[config.mk]
export PLATFORM = sky130hd
export DESIGN_NAME = imem_stream_loader
export DESIGN_NICKNAME = d
export VERILOG_FILES = /design/src/rtl/imem_stream_loader.sv
export SDC_FILE = /design/constraint.sdc
export NUM_CORES = 1
export LEC_CHECK = 0
export ABC_CLOCK_PERIOD_IN_PS = 2700
export BUFFER_PORTS_ARGS = -buffer_cell sky130_fd_sc_hd__buf_2
export CAP_MARGIN = 40
export CORE_UTILIZATION = 38
export DETAILED_ROUTE_END_ITERATION = 10
export SLEW_MARGIN = 20
export SYNTH_ARGS = -nofsm -noshare
export SYNTH_HDL_FRONTEND = slang
export SYNTH_SLANG_ARGS = --single-unit
export TNS_END_PERCENT = 20
[constraint.sdc]
create_clock -name clk -period 2.7 [get_ports clk]
set_input_delay 0.135 -clock clk [delete_from_list [all_inputs] [get_ports clk]]
set_output_delay 0.135 -clock clk [all_outputs]
set_load 0.1 [all_outputs]
[src/rtl/imem_stream_loader.sv]
// Instruction-memory loader: unpacks a length-prefixed little-endian byte stream into 32-bit imem writes.
// Latency: imem_we is high 1 cycle after the edge that accepts a word's 4th byte (at least 5 cycles/word).
// Backpressure: byte_ready is low in IDLE/WRITE/DONE; a byte_valid gap holds the FSM in place.
// Optional feature: LOADER_CHECKSUM_EN adds a trailing XOR checksum byte check (CHK state).
`timescale 1ns/1ps
module imem_stream_loader #(
    parameter int ADDR_W = 8,
    parameter int DATA_W = 32
) (
    input  logic              clk,
    input  logic              rst,
    input  logic              start,
    input  logic [7:0]        byte_in,
    input  logic              byte_valid,
    output logic              byte_ready,
    output logic              imem_we,
    output logic [ADDR_W-1:0] imem_addr,
    output logic [DATA_W-1:0] imem_wdata,
    output logic              cpu_stall,
    output logic              done,
    output logic              error
);

    localparam int unsigned CAP = 1 << ADDR_W;

    typedef enum logic [2:0] {
        IDLE  = 3'd0,
        HDR0  = 3'd1,
        HDR1  = 3'd2,
        DATA  = 3'd3,
        WRITE = 3'd4,
`ifdef LOADER_CHECKSUM_EN
        CHK   = 3'd5,
`endif
        DONE  = 3'd6
    } state_t;

    state_t            state;
    state_t            state_nxt;
    logic [15:0]       len_q;
    logic [ADDR_W:0]   word_idx;
    logic [1:0]        slot;
    logic [DATA_W-1:0] wbuf;
    logic              error_q;
`ifdef LOADER_CHECKSUM_EN
    logic [7:0]        csum;
`endif

    logic [15:0] len_hdr;
    logic        len_over;
    logic        last_word;

    // Full length as seen while the high header byte is on the bus.
    assign len_hdr   = {byte_in, len_q[7:0]};
    assign len_over  = 32'(len_hdr) > CAP;
    // word_idx is one bit wider than the address so a full-memory load does not wrap.
    assign last_word = (32'(word_idx) + 32'd1) == 32'(len_q);

    assign imem_addr  = word_idx[ADDR_W-1:0];
    assign imem_wdata = wbuf;
    assign error      = error_q;

    // State register.
    always_ff @(posedge clk or posedge rst) begin
        if (rst) state <= IDLE;
        else     state <= state_nxt;
    end

    // Next-state and Moore outputs; byte_valid stands in for the transfer wherever byte_ready is 1.
    always_comb begin
        state_nxt  = state;
        byte_ready = 1'b0;
        imem_we    = 1'b0;
        cpu_stall  = 1'b1;
        done       = 1'b0;
        case (state)
            IDLE: begin
                cpu_stall = 1'b0;
                if (start) state_nxt = HDR0;
            end
            HDR0: begin
                byte_ready = 1'b1;
                if (byte_valid) state_nxt = HDR1;
            end
            HDR1: begin
                byte_ready = 1'b1;
                if (byte_valid) begin
                    if (len_hdr == 16'd0 || len_over) state_nxt = DONE;
                    else                              state_nxt = DATA;
                end
            end
            DATA: begin
                byte_ready = 1'b1;
                if (byte_valid && slot == 2'd3) state_nxt = WRITE;
            end
            WRITE: begin
                imem_we = 1'b1;
`ifdef LOADER_CHECKSUM_EN
                state_nxt = last_word ? CHK : DATA;
`else
                state_nxt = last_word ? DONE : DATA;
`endif
            end
`ifdef LOADER_CHECKSUM_EN
            CHK: begin
                byte_ready = 1'b1;
                if (byte_valid) state_nxt = DONE;
            end
`endif
            DONE: begin
                cpu_stall = 1'b0;
                done      = 1'b1;
                state_nxt = IDLE;
            end
            default: begin
                cpu_stall = 1'b0;
                state_nxt = IDLE;
            end
        endcase
    end

    // Datapath: header capture, word assembly, word index, sticky error, running checksum.
    always_ff @(posedge clk or posedge rst) begin
        if (rst) begin
            len_q    <= '0;
            word_idx <= '0;
            slot     <= '0;
            wbuf     <= '0;
            error_q  <= 1'b0;
`ifdef LOADER_CHECKSUM_EN
            csum     <= '0;
`endif
        end else begin
            case (state)
                IDLE: begin
                    if (start) begin
                        error_q  <= 1'b0;
                        word_idx <= '0;
                        slot     <= '0;
`ifdef LOADER_CHECKSUM_EN
                        csum     <= '0;
`endif
                    end
                end
                HDR0: begin
                    if (byte_valid) len_q[7:0] <= byte_in;
                end
                HDR1: begin
                    if (byte_valid) begin
                        len_q <= len_hdr;
                        if (len_over) error_q <= 1'b1;
                    end
                end
                DATA: begin
                    if (byte_valid) begin
                        wbuf[{slot, 3'b000} +: 8] <= byte_in;
                        slot                      <= slot + 2'd1;
`ifdef LOADER_CHECKSUM_EN
                        csum                      <= csum ^ byte_in;
`endif
                    end
                end
                WRITE: begin
                    if (!last_word) word_idx <= word_idx + 1'b1;
                end
`ifdef LOADER_CHECKSUM_EN
                CHK: begin
                    if (byte_valid && byte_in != csum) error_q <= 1'b1;
                end
`endif
                default: ;
            endcase
        end
    end

endmodule
==> flow_summary.yaml, run 1 <==
status:
  status: "completed"
yosys:
  synth_most_common_cell: "nand2_1"
  synth_fp_nets: 353
  ys_seq_elements: 63
  yosysWarningCount: 0
  ys_async_sr_fraction_pct: 100
  synth_top_family_by_area: "simple AND/OR/NAND/NOR gates"
  synthCells: 335
  synthXorXnorAreaFrac_pct: 3.29
  synth_common_cells: "nand2_1 (80), dfrtp_1 (63), o21ai_0 (41), mux2_2 (18), nand3_1 (10)"
  synth.area.mux_share_pct: 6.97
  avgSynthCellArea_um2: 9.54
  synth_edf_count: 0
  syn-cell-area_mm2: 0.00320
  yosys.area_share.adder_pct: 2.35
  synth_compound_area_share_pct: 12.2
  netlist_top_cells_area: "dfrtp_1 (49%), nand2_1 (9.4%), o21ai_0 (6.4%)"
  yosysUniqueCellTypes: 45
  yosys.area_share.simple_pct: 20.7
  synth_seq_area_share_pct: 49.3
  netlist.area_leader.share_pct: 49.3
  synth-main-ff-cell: "dfrtp_1"
  yosys.area.top_type: "dfrtp_1"
sta:
  setup_viol: 0
  finalWorstSetupSlack_ns: 0.218
  finalMaxSlewViolations: 0
  period_needed_ns: 2.48
  worst_clock_skew_ns: 0.0142
  slew_headroom_pct: 53.3
  tightest_slew_ns: 0.698
  period_share_pct: 91.9
  fin_setup_tns_ns: 0
  finalHoldViolCount: 0
  rsz0062_at_grt: "no"
  clock.fmax_ghz: 0.403
min_path:
  hp-class: "primary input to flop"
die:
  num_rows: 33
  dieArea_mm2: 0.00878
  ios: 57
  die_w_um: 93.7
  die_h_um: 93.7
  start_util_pct: 39.1
  core_mm2: 0.00818
final_layout:
  fin_area_mm2: 0.00378
  fin_util_pct: 46.2
  diodes: 0
  fill_cells: 832
  drive_above_1_share_pct: 26.7
  fin_nets: 412
  syn_to_final_growth_pct: 18.2
power:
  peakVddDrop_v: 0.000452
  leakage_uw: 0.00180
  p_per_area_mw_per_mm2: 1100
  power_uw: 4140
placed_design:
  dp_slack_ns: 0.145
  place_hpwl_um: 5210
  place_congestion: 0.884
  io_buffers: 56
  place_area_mm2: 0.00356
drt:
  via_per_inst: 5.09
  drcViolationCount: 0
  ant_nets: 0
  dr.pass1.iters: 5
  vias: 2554
  first_iter_violations: 150
  routed_wl_um: 7470
  post_drt_wl_per_cell_um: 14.9
cts:
  h-tree-depth: 3
  cts_root_buffer: "clkbuf_8"
  clkSinkCount: 63
  cts_tree: "built"
  numCtsBuffers: 9
  clk_pin_slew_ns: 0.07
  cts_buffer_depth: 2
  clk_latency_ns: 0.33
worst_setup_path:
  cp_max_fo: 11
  end_kind: "flop"
  crit_required_ns: 2.92
  path_class: "flop to flop"
  crit_path_start_kind: "flop"
  ff2ff_setup_slack_ns: 0.22
  arrival_ns: 2.70
flow_run:
  maxCapViolCount: 0
global_route:
  grt_antenna_before_repair: 0
  grt_pass1_vias: 2409
  grt_use_total_pct: 18.4
  grt_overflow_total: 0
  grt_pass1_wl_um: 12200
  grt_max_degree: 64
[layout make-up]
type	instances	area, um^2	share of cell area (%)
Timing Repair Buffer	70	408	10.8
Tap cell	105	131	3.48
Multi-Input combinational cell	243	1460	38.7
Inverter	7	26.3	0.696
Clock inverter	3	20.0	0.530
Clock buffer	11	151	4.01
Sequential cell	63	1580	41.7
[sequential cells by signal (all words and copies together), names as in the netlist]
register    count
word_idx        9
len_q          16
slot            2
imem_wdata     32
state           3
error           1
[worst max-delay path, stage by stage, from the launching register on]
cell	delay, ns
dfrtp_1	0.38
buf_4	0.16
and3_1	0.24
xnor2_1	0.18
nand4_1	0.20
nor4_4	0.43
a21oi_2	0.16
buf_4	0.20
and3_1	0.18
a221o_1	0.25
[report_power, final]
group | leakage [uW] | internal, uW | total (uW) | switching, uW
registers | 0.000831 | 1190 | 1420 | 224
logic | 0.000881 | 563 | 2010 | 1450
clock network | 0.0000833 | 371 | 715 | 344
total | 0.00180 | 2130 | 4140 | 2020
[final timing paths]
path / start / end / cells after the start
worst max register to register: word_idx[1] / word_idx[8] / 9
worst min register to register: imem_wdata[28] / imem_wdata[28] / 2
max in group asynchronous: rst / state[0] / 5
worst min-delay path: byte_in[3] / imem_wdata[19] / 3
worst max-delay path: word_idx[1] / word_idx[8] / 9
min in group asynchronous: rst / imem_wdata[29] / 4
[routing by layer]
metal	track usage, %	vias up	wire length, um	part of all wire [%]
met3	3.16	8	332	4.4
met5	0	-	0	0
met2	28.5	49	3530	47
met4	7.69	0	77	1.0
met1	25.4	1229	3540	47
li1	-	1268	-	-
[logic make-up after synthesis]
family	count (synthesis)
multiplexers	20
adder cells (fa/ha/maj)	6
AND/OR/NAND/NOR	140
buffers and inverters	29
flip-flops	63
AO/OA/AOI/OAI	65
XOR/XNOR	12
[cell usage in the layout, fill, tap and decap left out, types with 2 or more instances in the layout]
cell type and count:
a221o_1 3, nand3_1 10, a31oi_1 2, clkbuf_8 11, nor4b_1 2, nand4_1 2, xnor2_1 6, a211o_1 2
nor2b_1 6, xor2_1 6, buf_4 12, a21oi_1 5, mux2_2 18, o21ai_0 41, nand3b_1 2, mux2i_1 2
and3b_1 2, nor4_1 4, inv_1 6, nor3_1 5, dfrtp_1 63, nor2_1 9, clkinvlp_4 2, and3_1 8
nand2b_1 2, nand2_1 80, buf_2 56, ha_1 6, nor3b_1 4
[metrics by stage]
stage	std cells	hold slack [ns]
CTS	500	0.0623
finish	502	0.121
floorplan	335	0.271
global placement	486	0.421
global route	502	0.138
detailed placement	486	0.425
[timing repair]
item                                   CTS  global route
hold buffers                             0             1
endpoints found under the hold margin    0             4
gates resized for setup                  0             1
setup endpoints to repair                0             4
buffers inserted                         0             0
No activity file was read; power rests on OpenSTA's default activity.
==> inputs of run 2 (changes only) <==
--- a/config.mk
+++ b/config.mk
@@ -8,7 +8,7 @@
 export ABC_CLOCK_PERIOD_IN_PS = 2700
 export BUFFER_PORTS_ARGS = -buffer_cell sky130_fd_sc_hd__buf_2
 export CAP_MARGIN = 40
-export CORE_UTILIZATION = 38
+export CORE_UTILIZATION = 26
 export DETAILED_ROUTE_END_ITERATION = 10
 export SLEW_MARGIN = 20
 export SYNTH_ARGS = -nofsm -noshare
==> flow_summary.yaml, run 2 (synthesis gave the netlist of run 1 again) <==
global_route:
  grt_antenna_before_repair: 0
  grt_pass1_vias: 2450
  grt_use_total_pct: 13.2
  grt_pass1_wl_um: 13000
  grt_max_degree: 64
  grt_overflow_total: 0
power:
  leakage_uw: 0.00185
  p_per_area_mw_per_mm2: 1150
  peakVddDrop_v: 0.000372
cts:
  clkSinkCount: 63
  cts_root_buffer: "clkbuf_16"
  numCtsBuffers: 9
  h-tree-depth: 3
  postCtsSetupRepairBufs: 0
  cts_buffer_depth: 2
  cts_tree: "built"
  clk_latency_ns: 0.32
  clk_pin_slew_ns: 0.06
final_layout:
  largest_reg_flops: 32
  multi_input_area_mm2: 0.00146
  fin_nets: 411
  drive_above_1_share_pct: 26.4
  fin_area_mm2: 0.00393
  fill_cells: 1263
  diodes: 0
  seq_area_mm2: 0.00158
  final_cell_mix: "nand2_1 (80), dfrtp_1 (63), buf_2 (56)"
  finalNonFillerCells: 544
  syn_to_final_growth_pct: 22.9
  layout_commonest_cell: "nand2_1"
worst_setup_path:
  cpPeakStageDelay_ns: 0.38
  crit_path_start_kind: "flop"
  cp_cell_sequence: "buf_4 > and3_1 > a311oi_1 > a31oi_1 > nor4_4 > a21oi_2 > buf_4 > and3_1 > a221o_1"
  end_kind: "flop"
  crit_required_ns: 2.91
  crit_slowest_cell: "dfrtp_1"
  path_class: "flop to flop"
  arrival_ns: 2.62
  cp_max_fo: 14
sta:
  worst_clock_skew_ns: 0.00529
  finalHoldViolCount: 0
  setup_viol: 0
  fin_setup_tns_ns: 0
  slew_headroom_pct: 50.3
  rsz0062_at_grt: "no"
  finalMaxSlewViolations: 0
  period_needed_ns: 2.41
  period_share_pct: 89.3
  tightest_slew_ns: 0.743
  clock.fmax_ghz: 0.415
drt:
  vias: 2582
  ant_nets: 0
  drcViolationCount: 0
  first_iter_violations: 167
  routed_wl_um: 7860
  post_drt_wl_per_cell_um: 14.4
  dr.pass1.iters: 5
  via_per_inst: 4.75
die:
  num_rows: 40
  core_mm2: 0.0120
  die_w_um: 113
  ios: 57
  die_h_um: 113
  start_util_pct: 26.6
  dieArea_mm2: 0.0127
flow_run:
  maxCapViolCount: 0
placed_design:
  place_area_mm2: 0.00360
  place_congestion: 0.839
  place_hpwl_um: 5470
  io_buffers: 56
  placedCellCount: 527
status:
  status: "completed"
min_path:
  hp-class: "primary input to flop"
-- run 2: cell types whose count changed in the layout (fill, tap and decap cells not counted) --
cell,before,now
clkbuf_8,11,0
buf_4,12,11
bufinv_16,0,1
clkinvlp_4,2,0
clkbuf_1,0,1
clkbuf_16,0,9
clkinv_2,1,4
-- run 2: layout make-up --
cell class | instances | area share (%)
clock buffers | 10 | 5.83
clock inverters | 5 | 1.27
inverters | 7 | 0.669
multi-input cells | 243 | 37.2
flip-flops and latches | 63 | 40.1
well taps | 147 | 4.68
repair buffers | 69 | 10.2
-- run 2: path summary, 6_finish.rpt --
| check | startpoint | end | slack, ns | cells after the start |
|---|---|---|---|---|
| max | word_idx[1] | word_idx[4] | 0.29 | 9 |
| min | byte_in[2] | imem_wdata[2] | 0.15 | 3 |
| max reg2reg | word_idx[1] | word_idx[4] | 0.29 | 9 |
| min reg2reg | imem_wdata[16] | imem_wdata[16] | 0.47 | 2 |
| max in group asynchronous | rst | len_q[7] | 1.80 | 5 |
| min in group asynchronous | rst | imem_wdata[5] | 0.39 | 4 |
-- run 2: worst max-delay path, delay by kind of cell, from the launching register on --
kind            cells  cell delay, ns
simple gates        3            0.80
compound gates      4            0.78
flops               1            0.38
buf+inv             2            0.34
-- run 2: layer usage --
layer	share of wire, %	track usage [%]
met1	47	18.1
met2	47	20.5
met3	4.6	2.52
met4	1.3	5.26
met5	0	0
-- run 2: per-stage QoR --
stage | power (uW) | hold WS (ns) | util (%) | worst slack (ns)
final | 4540 | 0.148 | 32.7 | 0.289
after global routing | 4780 | 0.156 | 32.7 | 0.0549
after CTS | 4560 | 0.0963 | 32.3 | 0.218
after detailed placement | 3440 | 0.441 | 30.0 | 0.227
after global placement | 3400 | 0.430 | 30.0 | 0.301
after floorplan | 3040 | 0.271 | - | 0.324
-- run 2: timing repair --
action | in CTS | in global routing
setup endpoints to repair | 0 | 3
hold buffers | 0 | 1
resized for setup | 0 | 1
hold endpoints to repair | 0 | 18
-- run 2: where the power goes --
| part | switching (uW) | internal (uW) |
|---|---|---|
| Sequential | 223 | 1190 |
| Clock | 401 | 702 |
| Combinational | 1460 | 557 |
| Total | 2080 | 2450 |
==> inputs of run 3 (changes only) <==
--- a/config.mk
+++ b/config.mk
@@ -5,7 +5,7 @@
 export SDC_FILE = /design/constraint.sdc
 export NUM_CORES = 1
 export LEC_CHECK = 0
-export ABC_CLOCK_PERIOD_IN_PS = 2700
+export ABC_CLOCK_PERIOD_IN_PS = 2850
 export BUFFER_PORTS_ARGS = -buffer_cell sky130_fd_sc_hd__buf_2
 export CAP_MARGIN = 40
 export CORE_UTILIZATION = 26
==> constraint.sdc (replaced) <==
create_clock -name clk -period 2.85 [get_ports clk]
set_input_delay 0.1425 -clock clk [delete_from_list [all_inputs] [get_ports clk]]
set_output_delay 0.1425 -clock clk [all_outputs]
set_load 0.1 [all_outputs]
==> flow_summary.yaml, run 3 (synthesis gave the netlist of run 1 again) <==
placed_design:
  io_buffers: 56
  placedCellCount: 526
  place_congestion: 0.839
  dp_slack_ns: 0.138
  place_hpwl_um: 5690
worst_setup_path:
  path_class: "flop to flop"
  arrival_ns: 2.82
  path_common_cell: "and3_1"
  cp_max_fo: 15
  crit_required_ns: 3.06
  cpPeakStageDelay_ns: 0.45
  crit_path_start_kind: "flop"
  cp_cell_sequence: "ha_1 > and3_1 > nand3_1 > xnor2_1 > nor4_2 > a21oi_4 > and3_1 > a221o_1"
  crit_slowest_cell: "nor4_2"
  end_kind: "flop"
drt:
  via_per_inst: 4.80
  drcViolationCount: 0
  dr.pass1.iters: 4
  post_drt_wl_per_cell_um: 14.8
  vias: 2612
  ant_nets: 0
  first_iter_violations: 151
  routed_wl_um: 8070
sta:
  finalWorstSetupSlack_ns: 0.241
  setup_viol: 0
  clock.fmax_ghz: 0.383
  tightest_slew_ns: 0.771
  rsz0062_at_grt: "no"
  whs_ns: 0.139
  finalHoldViolCount: 0
  period_share_pct: 91.5
  period_needed_ns: 2.61
  slew_headroom_pct: 48.4
  fin_setup_tns_ns: 0
  worst_clock_skew_ns: 0.00379
  finalMaxSlewViolations: 0
status:
  status: "completed"
die:
  core_mm2: 0.0120
  start_util_pct: 26.6
  die_w_um: 113
  num_rows: 40
  dieArea_mm2: 0.0127
  die_h_um: 113
  ios: 57
global_route:
  grt_max_degree: 38
  grt_overflow_total: 0
  grt_use_total_pct: 13.6
  grt_pass1_wl_um: 13400
  grt_pass1_vias: 2569
  grt_antenna_before_repair: 0
final_layout:
  finalNonFillerCells: 544
  multi_input_area_mm2: 0.00146
  layout_commonest_cell: "nand2_1"
  final_cell_mix: "nand2_1 (80), dfrtp_1 (63), buf_2 (56)"
  fin_nets: 410
  diodes: 0
  largest_reg_flops: 32
  syn_to_final_growth_pct: 22.4
  drive_above_1_share_pct: 26.4
  seq_area_mm2: 0.00158
  fill_cells: 1267
flow_run:
  maxCapViolCount: 0
cts:
  clkSinkCount: 63
  numCtsBuffers: 9
  cts_buffer_depth: 2
  cts_tree: "built"
  clk_latency_ns: 0.33
  clk_pin_slew_ns: 0.06
  cts_root_buffer: "clkbuf_16"
  h-tree-depth: 3
  postCtsSetupRepairBufs: 0
power:
  leakage_uw: 0.00183
  p_per_area_mw_per_mm2: 1090
  peakVddDrop_v: 0.000434
min_path:
  hp-class: "primary input to flop"
-- run 3: metrics by stage --
step                total power (uW)  util (%)  instance area, um^2
floorplan                       2880         -                 3200
global placement                3210      29.9                 3600
detailed placement              3260      29.9                 3600
CTS                             4280      32.2                 3870
global route                    4500      32.6                 3910
finish                          4250      32.6                 3910
-- run 3: metal layers --
metal | vias up | routed length, um | global-route usage (%)
li1 | 1273 | - | -
met1 | 1282 | 3860 | 17.8
met2 | 51 | 3860 | 21.7
met3 | 6 | 271 | 3.37
met4 | 0 | 80 | 4.74
met5 | - | 0 | 0
-- run 3: where the power goes --
part / switching [uW] / internal (uW) / total [uW]
Sequential: 224 / 1130 / 1360
Combinational: 1370 / 523 / 1890
Clock: 398 / 610 / 1010
-- run 3: worst paths after layout --
path / from / end / slack [ns] / cells past startpoint
setup / recovery: word_idx[1] / word_idx[6] / 0.24 / 8
hold / removal: byte_in[2] / imem_wdata[18] / 0.14 / 3
setup reg to reg: word_idx[1] / word_idx[6] / 0.24 / 8
hold reg to reg: imem_wdata[24] / imem_wdata[24] / 0.48 / 2
max in group asynchronous: rst / error / 1.87 / 5
min in group asynchronous: rst / word_idx[7] / 0.30 / 3
-- run 3: final cells by class --
cell class	count	area share, %
Sequential cell	63	40.3
Multi-Input combinational cell	243	37.4
Timing Repair Buffer	68	9.86
Clock buffer	11	6.21
Tap cell	147	4.70
Clock inverter	5	0.864
Inverter	7	0.672
-- run 3: repair_timing --
| item | in CTS | in global routing |
|---|---|---|
| endpoints found under the setup margin | 0 | 3 |
| gates resized for setup | 0 | 1 |
| hold endpoints to repair | 0 | 9 |
| hold buffers | 0 | 1 |
-- run 3: worst max-delay path: cells and delay by family, from the launching register on --
| family | cells | cell delay [ns] |
|---|---|---|
| compound gates | 2 | 0.45 |
| simple gates | 4 | 1.05 |
| fa+ha+maj | 1 | 0.37 |
| xor+xnor | 1 | 0.18 |
| flops | 1 | 0.43 |
